`config.mk`:
```
export PLATFORM = sky130hd
export DESIGN_NAME = bus_uart_tx_flat
export DESIGN_NICKNAME = d
export VERILOG_FILES = /design/src/rtl/procco_pkg.sv /design/src/rtl/bus_uart_tx_if.sv /design/src/rtl/uart_baud_tick.sv /design/src/rtl/bus_uart_tx.sv /design/src/flat_wrapper.sv
export SDC_FILE = /design/constraint.sdc
export NUM_CORES = 1
export LEC_CHECK = 0
export ABC_AREA = 1
export BUFFER_PORTS_ARGS = -buffer_cell sky130_fd_sc_hd__buf_2
export CORE_ASPECT_RATIO = 0.75
export CORE_MARGIN = 4
export CORE_UTILIZATION = 45
export DETAILED_ROUTE_END_ITERATION = 10
export GPL_TIMING_DRIVEN = 0
export SLEW_MARGIN = 20
export SYNTH_ARGS = -nofsm -noshare
export SYNTH_HDL_FRONTEND = slang
export SYNTH_SLANG_ARGS = --single-unit
```
`constraint.sdc`:
```
create_clock -name clk -period 2.32 [get_ports clk]
set_input_delay 0.348 -clock clk [delete_from_list [all_inputs] [get_ports clk]]
set_output_delay 0.348 -clock clk [all_outputs]
set_load 0.05 [all_outputs]
```
`src/rtl/procco_pkg.sv`:
```
// rtl/procco_pkg.sv - shared types and constants for the Procco bus UART transmitter
package procco_pkg;

  typedef enum logic [1:0] {TX_IDLE, TX_START, TX_DATA, TX_STOP} tx_state_t;

  localparam int BUS_W               = 32;
  localparam int UART_DATA_BITS      = 8;
  localparam int UART_BYTES_PER_WORD = 4;

endpackage

```
`src/rtl/bus_uart_tx_if.sv`:
```
// rtl/bus_uart_tx_if.sv - decoder/bus side handshake of the serial output port
interface bus_uart_tx_if;
  import procco_pkg::*;

  logic [BUS_W-1:0] bus;
  logic             tx_read;
  logic             tx_busy;
  logic             tx_done;
  logic             tx;

  modport master (output bus, tx_read, input tx_busy, tx_done, tx);
  modport slave  (input bus, tx_read, output tx_busy, tx_done, tx);

endinterface

```
`src/rtl/uart_baud_tick.sv`:
```
// rtl/uart_baud_tick.sv - bit-time counter emitting a one-cycle tick at the end of each bit
module uart_baud_tick #(
  parameter int CLKS_PER_BIT = 4
) (
  input  logic clk,
  input  logic reset_n,
  input  logic clear,
  output logic tick
);

  localparam int CW = (CLKS_PER_BIT > 2) ? $clog2(CLKS_PER_BIT) : 1;
  localparam logic [CW-1:0] LAST = CW'(CLKS_PER_BIT - 1);

  logic [CW-1:0] cnt_q, cnt_d;

  assign tick = !clear && (cnt_q == LAST);

  // The count restarts at every bit boundary so consecutive bits never drift.
  always_comb begin
    cnt_d = cnt_q + 1'b1;
    if (clear || tick) begin
      cnt_d = '0;
    end
  end

  always_ff @(posedge clk) begin
    if (!reset_n) begin
      cnt_q <= '0;
    end else begin
      cnt_q <= cnt_d;
    end
  end

endmodule

```
`src/rtl/bus_uart_tx.sv`:
```
// rtl/bus_uart_tx.sv - latches one bus word on tx_read and sends it as four 8N1 bytes, LSB byte first
module bus_uart_tx #(
  parameter int CLK_FREQ_HZ = 100_000_000,
  parameter int BAUD        = 115_200,
  parameter int BUS_W       = 32
) (
  input logic          clk,
  input logic          reset_n,
  bus_uart_tx_if.slave bif
);
  import procco_pkg::*;

  localparam int CLKS_PER_BIT = (CLK_FREQ_HZ + BAUD / 2) / BAUD;

  if (CLKS_PER_BIT < 2) begin : g_cpb_check
    $error("bus_uart_tx: CLKS_PER_BIT must be at least 2");
  end
  if (BUS_W != procco_pkg::BUS_W) begin : g_bus_w_check
    $error("bus_uart_tx: only a 32-bit bus is supported");
  end

  tx_state_t        state_q, state_d;
  logic [BUS_W-1:0] shift_q, shift_d;
  logic [2:0]       bit_idx_q, bit_idx_d;
  logic [1:0]       byte_idx_q, byte_idx_d;
  logic             tx_q, tx_d;
  logic             busy_q, busy_d;
  logic             done_q, done_d;
  logic [7:0]       cur_byte;
  logic             tick;

  uart_baud_tick #(
    .CLKS_PER_BIT(CLKS_PER_BIT)
  ) u_baud (
    .clk    (clk),
    .reset_n(reset_n),
    .clear  (state_q == TX_IDLE),
    .tick   (tick)
  );

  always_comb begin
    state_d    = state_q;
    shift_d    = shift_q;
    bit_idx_d  = bit_idx_q;
    byte_idx_d = byte_idx_q;
    done_d     = 1'b0;
    cur_byte   = '0;
    tx_d       = 1'b1;

    unique case (state_q)
      TX_IDLE: begin
        if (bif.tx_read) begin
          state_d    = TX_START;
          shift_d    = bif.bus;
          bit_idx_d  = '0;
          byte_idx_d = '0;
        end
      end
      TX_START: begin
        if (tick) begin
          state_d   = TX_DATA;
          bit_idx_d = '0;
        end
      end
      TX_DATA: begin
        if (tick) begin
          if (bit_idx_q == 3'(UART_DATA_BITS - 1)) begin
            state_d = TX_STOP;
          end else begin
            bit_idx_d = bit_idx_q + 3'd1;
          end
        end
      end
      TX_STOP: begin
        if (tick) begin
          if (byte_idx_q == 2'(UART_BYTES_PER_WORD - 1)) begin
            state_d = TX_IDLE;
            done_d  = 1'b1;
          end else begin
            state_d    = TX_START;
            byte_idx_d = byte_idx_q + 2'd1;
            shift_d    = shift_q >> UART_DATA_BITS;
          end
        end
      end
      default: state_d = TX_IDLE;
    endcase

    // The line level is decoded from the next state so tx stays a plain flop.
    cur_byte = shift_d[7:0];
    unique case (state_d)
      TX_START: tx_d = 1'b0;
      TX_DATA:  tx_d = cur_byte[bit_idx_d];
      default:  tx_d = 1'b1;
    endcase
    busy_d = (state_d != TX_IDLE);
  end

  always_ff @(posedge clk) begin
    if (!reset_n) begin
      state_q    <= TX_IDLE;
      shift_q    <= '0;
      bit_idx_q  <= '0;
      byte_idx_q <= '0;
      tx_q       <= 1'b1;
      busy_q     <= 1'b0;
      done_q     <= 1'b0;
    end else begin
      state_q    <= state_d;
      shift_q    <= shift_d;
      bit_idx_q  <= bit_idx_d;
      byte_idx_q <= byte_idx_d;
      tx_q       <= tx_d;
      busy_q     <= busy_d;
      done_q     <= done_d;
    end
  end

  assign bif.tx      = tx_q;
  assign bif.tx_busy = busy_q;
  assign bif.tx_done = done_q;

endmodule
```
`src/flat_wrapper.sv`:
```
// flat-port wrapper written by rule: the top's interface ports become plain ports
module bus_uart_tx_flat import procco_pkg::*;
#(
  parameter int CLK_FREQ_HZ = 100_000_000,
  parameter int BAUD        = 115_200,
  parameter int BUS_W       = 32
)
  (clk, reset_n, bif_bus, bif_tx_read, bif_tx_busy, bif_tx_done, bif_tx);
  bus_uart_tx_if bif_i ();
  input logic clk;
  input logic reset_n;
  input wire logic [$bits(bif_i.bus)-1:0] bif_bus;
  input wire logic [$bits(bif_i.tx_read)-1:0] bif_tx_read;
  output wire logic [$bits(bif_i.tx_busy)-1:0] bif_tx_busy;
  output wire logic [$bits(bif_i.tx_done)-1:0] bif_tx_done;
  output wire logic [$bits(bif_i.tx)-1:0] bif_tx;
  assign bif_i.bus = bif_bus;
  assign bif_i.tx_read = bif_tx_read;
  assign bif_tx_busy = bif_i.tx_busy;
  assign bif_tx_done = bif_i.tx_done;
  assign bif_tx = bif_i.tx;
  bus_uart_tx #(.CLK_FREQ_HZ(CLK_FREQ_HZ), .BAUD(BAUD), .BUS_W(BUS_W)) u_core (.clk(clk), .reset_n(reset_n), .bif(bif_i));
endmodule
```
==> summary.md <==
| Metric | Value |
|---|---|
| First DRT Iteration DRCs | about 170 |
| Filler cells | roughly 630 |
| Combinational power share | 16.7% |
| Crit path buffers/inverters | 2 |
| Worst path cell trace | ha_1 > buf_4 > inv_1 > nor3_4 > nand3_1 > nand2_1 > nand2_1 > nand2_1 > nand2_1 > nand2_1 > nand2_1 > a21oi_2 > nor2_1 > nor2_1 |
| Post-synthesis net count | around 430 |
| RSZ-0062 raised after global routing | no |
| Maximum vdd drop | between 0.0004 and 0.0005 V |
| Chip height | 75.8 um |
| Slew Limit Fails | 0 |
| Area grow syn2layout | 15.4% |
| Hold Crit Class | in2reg |
| CP dominant cell by count | nand2_1 |
| Number of synthesized flops with an enable pin | 0 |
| DR WL/cell | roughly 13 um |
| Pwr dens | around 610 nW/um2 |
| Design Area, Final | 3180 um2 |
| Highest cell delay on the worst timing path | about 380 ps |
| Ant. Diodes | 0 |
| Net Sw Frac | between 20 and 30% |
| Layout cells sized above 1 | 19.5% |
| Worst-skew pair later-pin latency | approximately 310 ps |
| Pin count of the biggest net entering global routing | 18 |
| Clock sink count | 52 |
| Syn avg cell area | ~7.2 um2 |
| Skew final | between 8 and 9 ps |
| Util after Layout | ~54% |
| CTS buffer count | 5 |
| Most numerous cell in the Yosys netlist | nand2_1 |
| IO Pins | 38 |
| Max_cap viols | 0 |
| Max Freq | 471 MHz |
| Vias | about 2.6k |
| Clock slew at reported path FFs | ~100 ps |
| Post-Syn Instances | about 390 |
| Detailed-route DRC error count | 0 |
| CP Launch Type | register |
| Period utilisation layout | 91.4% |
| Busiest grt layer | met1 |
| Top cells by count, synth | 128 x nand2_1, 52 x dfxtp_1, 32 x nand3_1 |
| Vias in the first global route | about 2.3k |
| Ys async rst share | 0% |
| Yosys top cell by area | dfxtp_1 |
| FP Rows | 24 |
| NetSw | between 500 and 600 uW |
| Leakage power | 1.32 nW |
| Initial antenna violation count | 0 |
| Post-layout net count | approximately 470 |
| Kind of critical path | reg2reg |
| Critical path data required time | around 2600 ps |
| Crit path max-delay cell type | dfxtp_2 |
| Main synth FF type | dfxtp_1 |
| GRT Overall Usage | a little under a fifth |
| Total die area | roughly 7400 um2 |
| Top cells by area, synth | dfxtp_1 38%, nand2_1 17%, nand3_1 5.8% |
| Arrival time at the worst endpoint | about 2400 ps |
| Synthesized cell area | roughly 2800 um2 |
| Drt total wl | between 6000 and 7000 um |
| Final setup viols | 0 |
| Share of power burned in the clock network | between 30% and 40% |
| Status | completed |
| Cell variety after synth | 34 |
| CP Capture Type | register |
| CP max FO | 9 |
| Root Buffer | clkbuf_8 |
| Least-Margin Pin Slew | roughly 510 ps |
| Grt ovf | 0 |
| IO Port Bufs | 37 |
| Reg power frac | roughly half |
| Kind of cell adding the most delay to the critical path | simple AND/OR/NAND/NOR gates |
| Synthesized flop and latch total | 52 |
| Fin. Hold Viols | 0 |
| Post-DP Area | slightly above 3000 um2 |
| GR Util met1 | 29.1% |
| H-Tree Level Count | 2 |
| CTS tree | built |
| Placer Congestion | 0.870 |
| Minimum clock period | between 2000 and 2500 ps |
| Register area share after synthesis | between 30% and 40% |
| Power Internal | 1.39 mW |
| Ys Warns | 0 |
| Rel. slew slack | between 60% and 70% |
| Initial Util | 46.8% |
| First drt pass iteration count | 4 |
| Met3 Use GR | under 10% |
| Routing usage on met2 | between 20% and 30% |
| Yosys top cell area share | 37.8% |
| Antenna-violating nets left | 0 |
| Die width | between 90 and 100 um |
| Post-DR vias/cell | approximately 5 |
| First-pass GRT wire length | about 11,000 um |
| Post-DP HPWL | ~5100 um |
| Core ar. | just under 6000 um2 |
| CTS Buffer Depth | 2 |
[final cells by class]
type                    instances  area [um2]  area share (%)
plain buffers                  12        81.3            2.56
clock inverters                 3        46.3            1.46
repair buffers                 38         193            6.07
inverters                      31         120            3.78
well taps                      78        97.6            3.07
clock buffers                   5        68.8            2.17
multi-input cells             290        1530            48.1
flip-flops and latches         52        1040            32.8
[power groups by stage]
| stage | registers (mW) | logic (mW) | clock network [mW] |
|---|---|---|---|
| 6_report | 0.968 | 0.323 | 0.647 |
| 2_1_floorplan | 0.994 | 0.211 | 0 |
| 5_1_grt | 0.975 | 0.360 | 0.698 |
| 4_1_cts | 0.967 | 0.317 | 0.664 |
| 3_5_place_dp | 0.987 | 0.315 | 0 |
| 3_3_place_gp | 0.987 | 0.313 | 0 |
[layout by cell type, fill, tap and decap left out, drive strengths merged]
cell type | netlist | final
a211oi | 1 | 1
clkbuf | 4 | 9
nor4 | 1 | 1
bufinv | 0 | 1
buf | 8 | 46
inv | 29 | 30
nor3 | 7 | 7
nand4 | 7 | 7
clkinvlp | 0 | 2
a31oi | 13 | 13
nand2 | 133 | 133
nor2 | 35 | 35
a21oi | 31 | 31
a32oi | 5 | 5
ha | 7 | 7
nor3b | 2 | 2
o21a | 3 | 3
a22oi | 2 | 2
nand3 | 36 | 36
clkinv | 2 | 1
o21bai | 1 | 1
dfxtp | 52 | 52
nand3b | 1 | 1
o21ai | 5 | 5
[path summary, 6_finish.rpt]
| check | startpoint | endpoint | slack [ps] | depth (start not counted) |
|---|---|---|---|---|
| worst max-delay path | u_core.state_q[0]$_SDFF_PN0_ | u_core.bif.tx$_SDFF_PN1_ | 200 | 14 |
| worst min register to register | u_core.shift_q[28]$_SDFFE_PN0P_ | u_core.shift_q[28]$_SDFFE_PN0P_ | 470 | 2 |
| worst max register to register | u_core.state_q[0]$_SDFF_PN0_ | u_core.bif.tx$_SDFF_PN1_ | 200 | 14 |
| worst min-delay path | bif_bus[26] | u_core.shift_q[26]$_SDFFE_PN0P_ | 260 | 3 |
[state kept, by name (all words and copies together), names as in the netlist]
signal and flops:
u_core.shift_q 32, u_core.u_baud.cnt_q 10, u_core.bit_idx_q 3, u_core.byte_idx_q 2, u_core.state_q 2, u_core.bif.tx 1, u_core.bif.tx_busy 1, u_core.bif.tx_done 1
[logic make-up after synthesis]
family / Yosys count / synth area share (%)
compound gates: 61 / 13.1
fa+ha+maj: 7 / 3.18
buf+inv: 43 / 7.18
flops: 52 / 37.8
simple gates: 222 / 38.7
[worst min-delay path: stages]
cell,delay (ps)
buf_2,90
nand2_1,50
a21oi_1,50
[per-stage QoR]
| stage | setup TNS, ps | setup slack, ps | total power, mW | hold WS (ps) | cells |
|---|---|---|---|---|---|
| finish | 0 | 199 | 1.94 | 264 | 509 |
| global route | 0 | 49.0 | 2.03 | 261 | 509 |
| CTS | 0 | 24.8 | 1.95 | 257 | 508 |
| detailed placement | 0 | 9.42 | 1.30 | 457 | 500 |
| global placement | -6.42 | -6.42 | 1.30 | 444 | 500 |
| floorplan | 0 | 401 | 1.21 | 430 | 385 |
[repair_timing]
action	in CTS	in global routing
buffers inserted	0	1
hold buffers	0	0
setup endpoints to repair	1	21
resized for setup	1	5
[per-layer routing]
metal	vias up	part of all wire, %
met4	0	1.0
li1	1374	-
met3	8	4.1
met2	59	39
met5	-	0
met1	1140	56
(Power assumes the default switching activity.)
